--- config.mk ---
export PLATFORM = sky130hd
export DESIGN_NAME = sb_transfer_sequencer
export DESIGN_NICKNAME = d
export VERILOG_FILES = /design/src/rtl/sb_transfer_sequencer.sv
export SDC_FILE = /design/constraint.sdc
export NUM_CORES = 1
export LEC_CHECK = 0
export CAP_MARGIN = 20
export CORE_MARGIN = 2
export CORE_UTILIZATION = 48
export DETAILED_ROUTE_END_ITERATION = 10
export PLACE_DENSITY = 0.78
export SYNTH_ARGS = -nofsm -noshare
export SYNTH_HDL_FRONTEND = slang
export SYNTH_SLANG_ARGS = --single-unit
--- constraint.sdc ---
create_clock -name clk -period 1.78 [get_ports clk]
set_input_delay 0.356 -clock clk [delete_from_list [all_inputs] [get_ports clk]]
set_output_delay 0.356 -clock clk [all_outputs]
set_load 0.01 [all_outputs]
--- src/rtl/sb_transfer_sequencer.sv ---
// sb_transfer_sequencer
// Queues register-to-register transfer requests from the decoder (2-entry
// FIFO) and plays each one onto the CPU special bus: one DRIVE cycle where
// the source select settles the bus, then one LOAD cycle where the selected
// destinations are strobed and N/Z can be captured. LOAD may chain straight
// into the next DRIVE, giving one transfer every two cycles.
module sb_transfer_sequencer (
  input  logic       clk,
  input  logic       rst_n,
  input  logic       req_valid,
  output logic       req_ready,
  input  logic [2:0] req_src,
  input  logic [3:0] req_dst,
  input  logic       req_nz,
  input  logic       flush,
  input  logic [7:0] SB,
  output logic       X_SB,
  output logic       Y_SB,
  output logic       S_SB,
  output logic       AC_SB,
  output logic       ADD_SB_0_6,
  output logic       ADD_SB_7,
  output logic       SB_X,
  output logic       SB_Y,
  output logic       SB_S,
  output logic       SB_AC,
  output logic       nz_load,
  output logic       flag_n,
  output logic       flag_z,
  output logic       busy,
  output logic       done
);

  typedef enum logic [1:0] {
    ST_IDLE  = 2'd0,
    ST_DRIVE = 2'd1,
    ST_LOAD  = 2'd2
  } state_e;

  typedef struct packed {
    logic [2:0] src;
    logic [3:0] dst;
    logic       nz;
  } op_t;

  localparam logic [2:0] SRC_X      = 3'd0;
  localparam logic [2:0] SRC_Y      = 3'd1;
  localparam logic [2:0] SRC_S      = 3'd2;
  localparam logic [2:0] SRC_AC     = 3'd3;
  localparam logic [2:0] SRC_ADD    = 3'd4;
  localparam logic [2:0] SRC_ADD_LO = 3'd5;
  localparam logic [2:0] SRC_ADD_HI = 3'd6;

  state_e     state_q, state_d;
  op_t        fifo_q [2];
  op_t        cur_q, cur_d;
  op_t        push_op_s;
  logic       wr_ptr_q, wr_ptr_d;
  logic       rd_ptr_q, rd_ptr_d;
  logic [1:0] count_q, count_d;
  logic       push_s;
  logic       pop_s;
  logic       active_s;
  logic       load_s;

  // Ready comes only from the registered count: no valid->ready path, and a
  // request in a flush cycle is never written.
  always_comb begin
    req_ready     = (count_q < 2'd2);
    push_s        = req_valid & req_ready & ~flush;
    push_op_s.src = req_src;
    push_op_s.dst = req_dst;
    push_op_s.nz  = req_nz;
  end

  // Sequencer next state; the FIFO head is popped whenever we enter DRIVE.
  always_comb begin
    state_d = state_q;
    pop_s   = 1'b0;
    case (state_q)
      ST_IDLE: begin
        if (!flush && (count_q != 2'd0)) begin
          pop_s   = 1'b1;
          state_d = ST_DRIVE;
        end else begin
          state_d = ST_IDLE;
        end
      end
      ST_DRIVE: begin
        if (flush) begin
          state_d = ST_IDLE;
        end else begin
          state_d = ST_LOAD;
        end
      end
      ST_LOAD: begin
        // The load itself is already committed; flush only stops chaining.
        if (!flush && (count_q != 2'd0)) begin
          pop_s   = 1'b1;
          state_d = ST_DRIVE;
        end else begin
          state_d = ST_IDLE;
        end
      end
      default: begin
        state_d = ST_IDLE;
      end
    endcase
  end

  // Current-op capture and FIFO pointer/count bookkeeping.
  always_comb begin
    cur_d    = cur_q;
    count_d  = count_q;
    wr_ptr_d = wr_ptr_q;
    rd_ptr_d = rd_ptr_q;
    if (pop_s) begin
      cur_d = fifo_q[rd_ptr_q];
    end else begin
      cur_d = cur_q;
    end
    if (flush) begin
      count_d  = 2'd0;
      wr_ptr_d = 1'b0;
      rd_ptr_d = 1'b0;
    end else begin
      if (push_s) begin
        wr_ptr_d = ~wr_ptr_q;
      end else begin
        wr_ptr_d = wr_ptr_q;
      end
      if (pop_s) begin
        rd_ptr_d = ~rd_ptr_q;
      end else begin
        rd_ptr_d = rd_ptr_q;
      end
      case ({push_s, pop_s})
        2'b10:   count_d = count_q + 2'd1;
        2'b01:   count_d = count_q - 2'd1;
        default: count_d = count_q;
      endcase
    end
  end

  // State, current op and FIFO control registers.
  always_ff @(posedge clk or negedge rst_n) begin
    if (!rst_n) begin
      state_q  <= ST_IDLE;
      cur_q    <= '0;
      count_q  <= 2'd0;
      wr_ptr_q <= 1'b0;
      rd_ptr_q <= 1'b0;
    end else begin
      state_q  <= state_d;
      cur_q    <= cur_d;
      count_q  <= count_d;
      wr_ptr_q <= wr_ptr_d;
      rd_ptr_q <= rd_ptr_d;
    end
  end

  // FIFO storage; the slot under the write pointer takes the accepted request.
  always_ff @(posedge clk or negedge rst_n) begin
    if (!rst_n) begin
      fifo_q[0] <= '0;
      fifo_q[1] <= '0;
    end else if (push_s) begin
      fifo_q[wr_ptr_q] <= push_op_s;
    end
  end

  // Bus select, load strobe and flag decode; everything is gated by the
  // registered state so an async reset clears it at once.
  always_comb begin
    active_s   = (state_q == ST_DRIVE) || (state_q == ST_LOAD);
    load_s     = (state_q == ST_LOAD);
    X_SB       = active_s & (cur_q.src == SRC_X);
    Y_SB       = active_s & (cur_q.src == SRC_Y);
    S_SB       = active_s & (cur_q.src == SRC_S);
    AC_SB      = active_s & (cur_q.src == SRC_AC);
    ADD_SB_0_6 = active_s & ((cur_q.src == SRC_ADD) || (cur_q.src == SRC_ADD_LO));
    ADD_SB_7   = active_s & ((cur_q.src == SRC_ADD) || (cur_q.src == SRC_ADD_HI));
    SB_X       = load_s & cur_q.dst[0];
    SB_Y       = load_s & cur_q.dst[1];
    SB_S       = load_s & cur_q.dst[2];
    SB_AC      = load_s & cur_q.dst[3];
    done       = load_s;
    nz_load    = load_s & cur_q.nz;
    flag_n     = nz_load & SB[7];
    flag_z     = nz_load & (SB == 8'h00);
    busy       = (state_q != ST_IDLE) || (count_q != 2'd0);
  end

endmodule

==> flow_metrics.py, run 1 <==
metrics = {
    "routing": {
        "routed-via-count": 1081,
        "post_route_drc": 4,
        "wirelength_um": 3290,
        "wl_per_cell_um": 16.4,
        "drt-vias-per-instance": 5.38,
        "detail-route-antenna-nets": 0,
        "route.met3.wl_um": 201,
        "detail_route.wirelength.met1_um": 1230,
        "dr.first_iter.drc_count": 50,
        "max_layer_used": "met4",
        "drt_pre_antenna_iters": 7,
        "wl_met2_um": 1770,
    },
    "worst_setup_path": {
        "cp_cell_sequence": "inv_2 > ha_4 > nor4bb_1 > buf_2",
        "timing.critical_path.arrival_ps": 1460,
        "timing.critical_path.slowest_stage_cell": "dfrtp_1",
        "cp.required_ps": 1420,
        "start_kind": "flip-flop",
        "cpPeakStageDelay_ps": 390,
        "criticalPathCategory": "flip-flop to output pin",
        "timing.critical_path.to_type": "output pin",
        "path_max_fanout": 5,
    },
    "clocking": {
        "clock_latency_ps": 340,
        "cts-htree-levels": 2,
        "cts_made_buffers": 5,
        "ctsHoldBuffers": 0,
        "cts_num_sinks": 30,
        "clock_path_buffers": 2,
        "cts.root.buffer_cell": "clkbuf_4",
        "cts.clk_slew.worst_paths_ps": 100,
        "cts_tree": "built",
    },
    "synth": {
        "synth.distinct_cells": 28,
        "cell_count_after_synthesis": 110,
        "synth.yosys.warnings": 0,
        "share_of_the_yosys_chip_area_belonging_to_registers_pct": 52.0,
        "average_footprint_of_a_synthesized_cell_um2": 13.1,
        "yosys_register_bits": 30,
        "syn_nets": 134,
        "syn-cell-area_um2": 1440,
    },
    "sta": {
        "max_clock_freq_mhz": 552,
        "final_critical_path_setup_slack_ps": -31.3,
        "maxSlewViolCount": 0,
        "final_period_minus_worst_setup_slack_ps": 1810,
        "rsz0062_at_grt": "yes",
        "setup_viol": 6,
        "hold_viol_final": 0,
        "finalSetupTns_ps": -96.3,
        "timing.clock.skew_ps": 10.5,
        "worstMarginPinSlew_ps": 451,
        "timing.final.crit_share_pct": 102,
        "slew-limit-headroom_pct": 69.9,
    },
    "cells_and_area": {
        "nets": 193,
        "syn2layout_area_growth_pct": 47.2,
        "final_layout_size_suffix_gt1_share_pct": 54.7,
        "finalNonFillerCells": 201,
        "final_design_area_no_fill_um2": 2120,
        "antennaDiodeCount": 0,
    },
    "floorplan": {
        "core.rowCount": 19,
        "placeableCoreArea_um2": 2810,
        "die-area_um2": 3460,
        "floorplan.initialDensity_pct": 51.4,
        "die_w_um": 58.8,
        "fp.dieH_um": 58.8,
        "io_pins": 36,
    },
    "outcome": {
        "status": "finished, violations left",
        "failing_checks": "design-rule violations, negative setup slack",
    },
    "place": {
        "placed_standard_cell_area_um2": 1920,
        "finalWeightedCongestion": 0.822,
        "post-dp-hpwl_um": 2370,
        "port_buffers": 35,
        "placedCellCount": 186,
    },
    "power": {
        "power_switching_uw": 580,
        "power.clock.fraction_pct": 22.2,
        "switching_share_pct": 29.3,
        "power_frac_seq_pct": 53.1,
        "internal-power_mw": 1.40,
        "power_frac_comb_pct": 24.7,
        "vdd_drop_max_v": 0.000805,
        "power.density_nw_per_um2": 932,
        "p_leak_nw": 0.943,
    },
    "grt": {
        "wire_length_of_the_first_global_routing_pass_um": 5240,
        "gr_util_all_layers_pct": 21.6,
        "pin_count_of_the_biggest_net_entering_global_routing": 31,
        "grt_overflow_total": 0,
        "via_count_of_the_first_global_routing_pass": 1103,
        "antenna_found_initial": 0,
    },
    "hold_path": {
        "min_path_type": "input port to async pin",
    },
    "flow_run": {
        "drv_cap": 0,
    },
}
==> critical path, delay by kind of cell (launching register included) <==
family                   cells  cell delay [ps]
AND/OR/NAND/NOR              1              180
adder cells (fa/ha/maj)      1              290
buffers and inverters        2              250
flip-flops                   1              390
==> layout by cell type (no fill, tap or decap), drive strengths merged, types with 2 or more instances in the layout <==
master / n
nor4: 3
mux2: 32
clkbuf: 7
and3: 2
buf: 33
dfrtp: 30
clkdlybuf4s50: 20
inv: 4
nor3b: 2
nor4bb: 2
and2: 5
ha: 4
nand2: 3
a21oi: 2
nor2: 6
==> final timing paths <==
kind | slack (ps) | from | cells past startpoint | to
setup / recovery | -30 | state_q[0] | 4 | Y_SB
hold / removal | 400 | rst_n | 2 | rd_ptr_q
setup reg to reg | 110 | state_q[1] | 7 | cur_q[7]
hold reg to reg | 520 | fifo_q[0] | 1 | fifo_q[0]
max in group asynchronous | 1090 | rst_n | 2 | count_q[1]
min in group clk | 520 | fifo_q[0] | 1 | fifo_q[0]
==> layer usage <==
layer  track usage, %  vias up
met5                0        -
met4             12.7        0
met3             8.13        7
met2             35.7       25
met1             23.6      544
li1                 -      505
==> area by class of cell <==
cell class | instances | area [um^2]
multi-input combinational | 73 | 757
sequential | 30 | 752
fill | 201 | 682
timing repair buffer | 55 | 497
clock buffer | 6 | 51.3
tap | 31 | 38.8
inverter | 4 | 15.0
clock inverter | 2 | 12.5
==> power by group through the flow <==
stage | Sequential [mW] | Combinational [mW] | Clock (mW)
after floorplan | 0.977 | 0.310 | 0
after global routing | 1.08 | 0.531 | 0.477
final | 1.05 | 0.490 | 0.439
after CTS | 1.04 | 0.460 | 0.451
after detailed placement | 1.03 | 0.461 | 0
after global placement | 1.01 | 0.436 | 0
==> Yosys cell counts, drive strengths merged <==
cell / number / area share (%)
and2: 5 / 2.2
xnor2: 1 / 0.61
buf: 3 / 0.95
nor4bb: 2 / 1.4
o21ba: 1 / 0.69
dfrtp: 30 / 52
a21oi: 2 / 0.69
and3: 2 / 0.87
nor4b: 1 / 0.61
nor3b: 2 / 1.0
xor2: 1 / 0.61
inv: 4 / 1.0
nor4: 3 / 2.3
nand2: 3 / 0.78
mux2: 32 / 25
o22ai: 1 / 0.43
nor2: 6 / 1.7
and4b: 1 / 0.69
ha: 4 / 3.5
o21ai: 1 / 0.35
mux2i: 1 / 0.69
nand2b: 1 / 0.43
and3b: 1 / 0.61
nor2b: 1 / 0.43
nor3: 1 / 0.35
==> cells by family after synthesis <==
logic type	synth area share [%]
AOI/OAI and AO/OA	2.17
xor gates and xnor gates	1.21
adders and majority gates	3.47
buffers and inverters	1.99
DFF	52.0
muxes	25.7
and+or+nand+nor	13.4
==> sequential cells by signal, indices dropped and copies added, names as in the netlist <==
name,count
count_q,2
state_q,2
rd_ptr_q,1
cur_q,8
fifo_q,16
wr_ptr_q,1
==> what timing repair did <==
action,in CTS,in global routing
buffers inserted,3,4
pin swaps,3,2
endpoints found under the hold margin,0,0
gates resized for setup,62,26
endpoints found under the setup margin,24,23
==> stage by stage <==
| step | setup WS [ps] | hold slack, ps | util [%] | power (mW) |
|---|---|---|---|---|
| finish | -31.3 | 397 | 75.7 | 1.98 |
| floorplan | 74.5 | 60.4 | - | 1.29 |
| detailed placement | -303 | 494 | 68.3 | 1.50 |
| CTS | -126 | 396 | 70.5 | 1.95 |
| global placement | -288 | 483 | 68.3 | 1.44 |
| global route | -110 | 419 | 75.7 | 2.09 |
No activity file was read; power rests on OpenSTA's default activity.
==> run 2, diff against run 1 <==
- CORE_UTILIZATION: 48 -> 50
- CTS_BUF_LIST: not set -> sky130_fd_sc_hd__clkbuf_8
- MAX_ROUTING_LAYER: not set -> met4
- PLACE_DENSITY: 0.78 -> 0.81
- RECOVER_POWER: not set -> 25
==> run 2 against run 1 <==
Critical endpoint is now X_SB; clock power rose by 58%; utilization shrank 0.96 points; global-route usage up 0.23 points; die area shrank 3.7%; register-to-register slack got worse by 20 ps; clock-buffer cell count unchanged; the run now ends clean; critical path depth unchanged.
==> flow_metrics.py, run 2 (synthesized netlist as in run 1, its figures left out) <==
metrics = {
    "outcome": {
        "status": "completed",
    },
    "cells_and_area": {
        "final_cell_mix": "32 x mux2_2, 29 x dfrtp_1, 19 x clkdlybuf4s50_1",
        "final_design_area_no_fill_um2": 2060,
        "nets": 187,
        "largest_register_ff_count": 16,
        "top_register": "fifo_q",
        "multi_input_comb_area_um2": 738,
        "layout_commonest_cell": "mux2_2",
        "antennaDiodeCount": 0,
        "layout_top_registers": "fifo_q x16, cur_q x8",
        "ff_latch_area_um2": 752,
        "syn2layout_area_growth_pct": 42.8,
        "final.fill_count": 183,
        "final_layout_size_suffix_gt1_share_pct": 47.9,
    },
    "power": {
        "finalPower_mw": 2.24,
        "power.density_nw_per_um2": 1090,
        "p_leak_nw": 0.927,
        "vdd_drop_max_v": 0.000885,
    },
    "worst_setup_path": {
        "worstReg2RegEnd": "cur_q[0]",
        "cp_cell_sequence": "inv_2 > ha_4 > nor4b_4 > buf_2",
        "r2r.worst_path.cells": 7,
        "timing.critical_path.slowest_stage_cell": "dfrtp_1",
        "rrSetupSlack_ps": 90,
        "path_max_fanout": 5,
        "cp.required_ps": 1420,
        "timing.critical_path.to_type": "output pin",
        "criticalPathCategory": "flip-flop to output pin",
        "delay_heaviest_family_cp": "flip-flops",
        "critical_path.n_buffers_inverters": 2,
        "cpPeakStageDelay_ps": 360,
        "worstReg2RegStart": "state_q[1]",
        "start_kind": "flip-flop",
        "timing.critical_path.arrival_ps": 1390,
    },
    "floorplan": {
        "die-area_um2": 3330,
        "placeableCoreArea_um2": 2760,
        "io_pins": 36,
        "die_w_um": 57.7,
        "core.rowCount": 19,
        "floorplan.initialDensity_pct": 52.3,
        "fp.dieH_um": 57.7,
    },
    "sta": {
        "fin_hold_ws_ps": 499,
        "setup_viol": 0,
        "hold_viol_final": 0,
        "max_clock_freq_mhz": 572,
        "timing.clock.skew_ps": 7.49,
        "final_period_minus_worst_setup_slack_ps": 1750,
        "maxSlewViolCount": 0,
        "rsz0062_at_grt": "yes",
        "timing.final.crit_share_pct": 98.2,
        "slew-limit-headroom_pct": 51.3,
        "worstMarginPinSlew_ps": 730,
    },
    "hold_path": {
        "holdPathEnd": "cur_q[2]",
        "hold_path_startpoint": "cur_q[2]",
        "min_path_type": "flip-flop to flip-flop",
        "timing.hold.worst_path_depth": 1,
    },
    "clocking": {
        "cts-htree-levels": 2,
        "cts_num_sinks": 30,
        "cts_made_buffers": 5,
        "cts.clk_slew.worst_paths_ps": 60,
        "clock_path_buffers": 2,
        "cts_tree": "built",
        "cts.root.buffer_cell": "clkbuf_8",
        "post_cts.repair.setup_buffers": 0,
        "clock_latency_ps": 280,
    },
    "routing": {
        "post_route_drc": 0,
        "wl_per_cell_um": 16.5,
        "drt_pre_antenna_iters": 4,
        "dr.first_iter.drc_count": 10,
        "routed-via-count": 1030,
        "drt-vias-per-instance": 5.31,
        "detail-route-antenna-nets": 0,
        "wirelength_um": 3200,
    },
    "grt": {
        "pin_count_of_the_biggest_net_entering_global_routing": 31,
        "via_count_of_the_first_global_routing_pass": 1184,
        "antenna_found_initial": 0,
        "gr_util_all_layers_pct": 21.9,
        "grt_overflow_total": 0,
        "wire_length_of_the_first_global_routing_pass_um": 5240,
    },
    "place": {
        "placed_standard_cell_area_um2": 1940,
        "port_buffers": 35,
        "post-dp-hpwl_um": 2270,
        "finalWeightedCongestion": 0.790,
    },
    "flow_run": {
        "drv_cap": 0,
    },
}
## run 2: how the worst max path moves through the flow
stage / slack, ps / endpoint / from / cells past startpoint
6_report: 30 / X_SB / state_q[0] / 4
5_1_grt: -30 / flag_z / state_q[1] / 5
4_1_cts: -50 / Y_SB / state_q[0] / 4
3_5_place_dp: -360 / flag_z / SB[7] / 4
3_3_place_gp: -290 / flag_z / SB[1] / 4
2_1_floorplan: 70 / cur_q[0] / state_q[0] / 5
## run 2: metal layers
layer | up-vias | share of wire [%] | GRT usage [%]
met1 | 509 | 40 | 22.8
met5 | - | 0 | -
li1 | 495 | - | -
met4 | 0 | 1.5 | 8.97
met3 | 5 | 4.6 | 4.91
met2 | 21 | 54 | 39.4
## run 2: per-stage QoR
step	worst slack [ps]	instances	TNS (ps)	util [%]
after global placement	-285	187	-2770	70.2
after detailed placement	-364	187	-3960	70.2
final	32.9	194	0	74.7
after floorplan	74.5	110	0	-
after CTS	-50.6	194	-50.6	74.1
after global routing	-33.2	194	-137	74.7
## run 2: power breakdown
group / total [mW] / switching [mW] / internal (mW)
combinational: 0.481 / 0.153 / 0.328
sequential: 1.07 / 0.193 / 0.878
clock: 0.693 / 0.245 / 0.447
## run 2: cell type report
class	instances	share of cell area, %
Clock inverter	1	1.46
Timing Repair Buffer	49	19.6
Clock buffer	6	4.01
Sequential cell	30	36.5
Multi-Input combinational cell	73	35.8
Inverter	4	0.729
Tap cell	31	1.88
## run 2: what timing repair did
item	CTS	global route
hold buffers	0	0
pin swaps	3	3
gates resized for setup	60	9
setup endpoints to repair	15	12
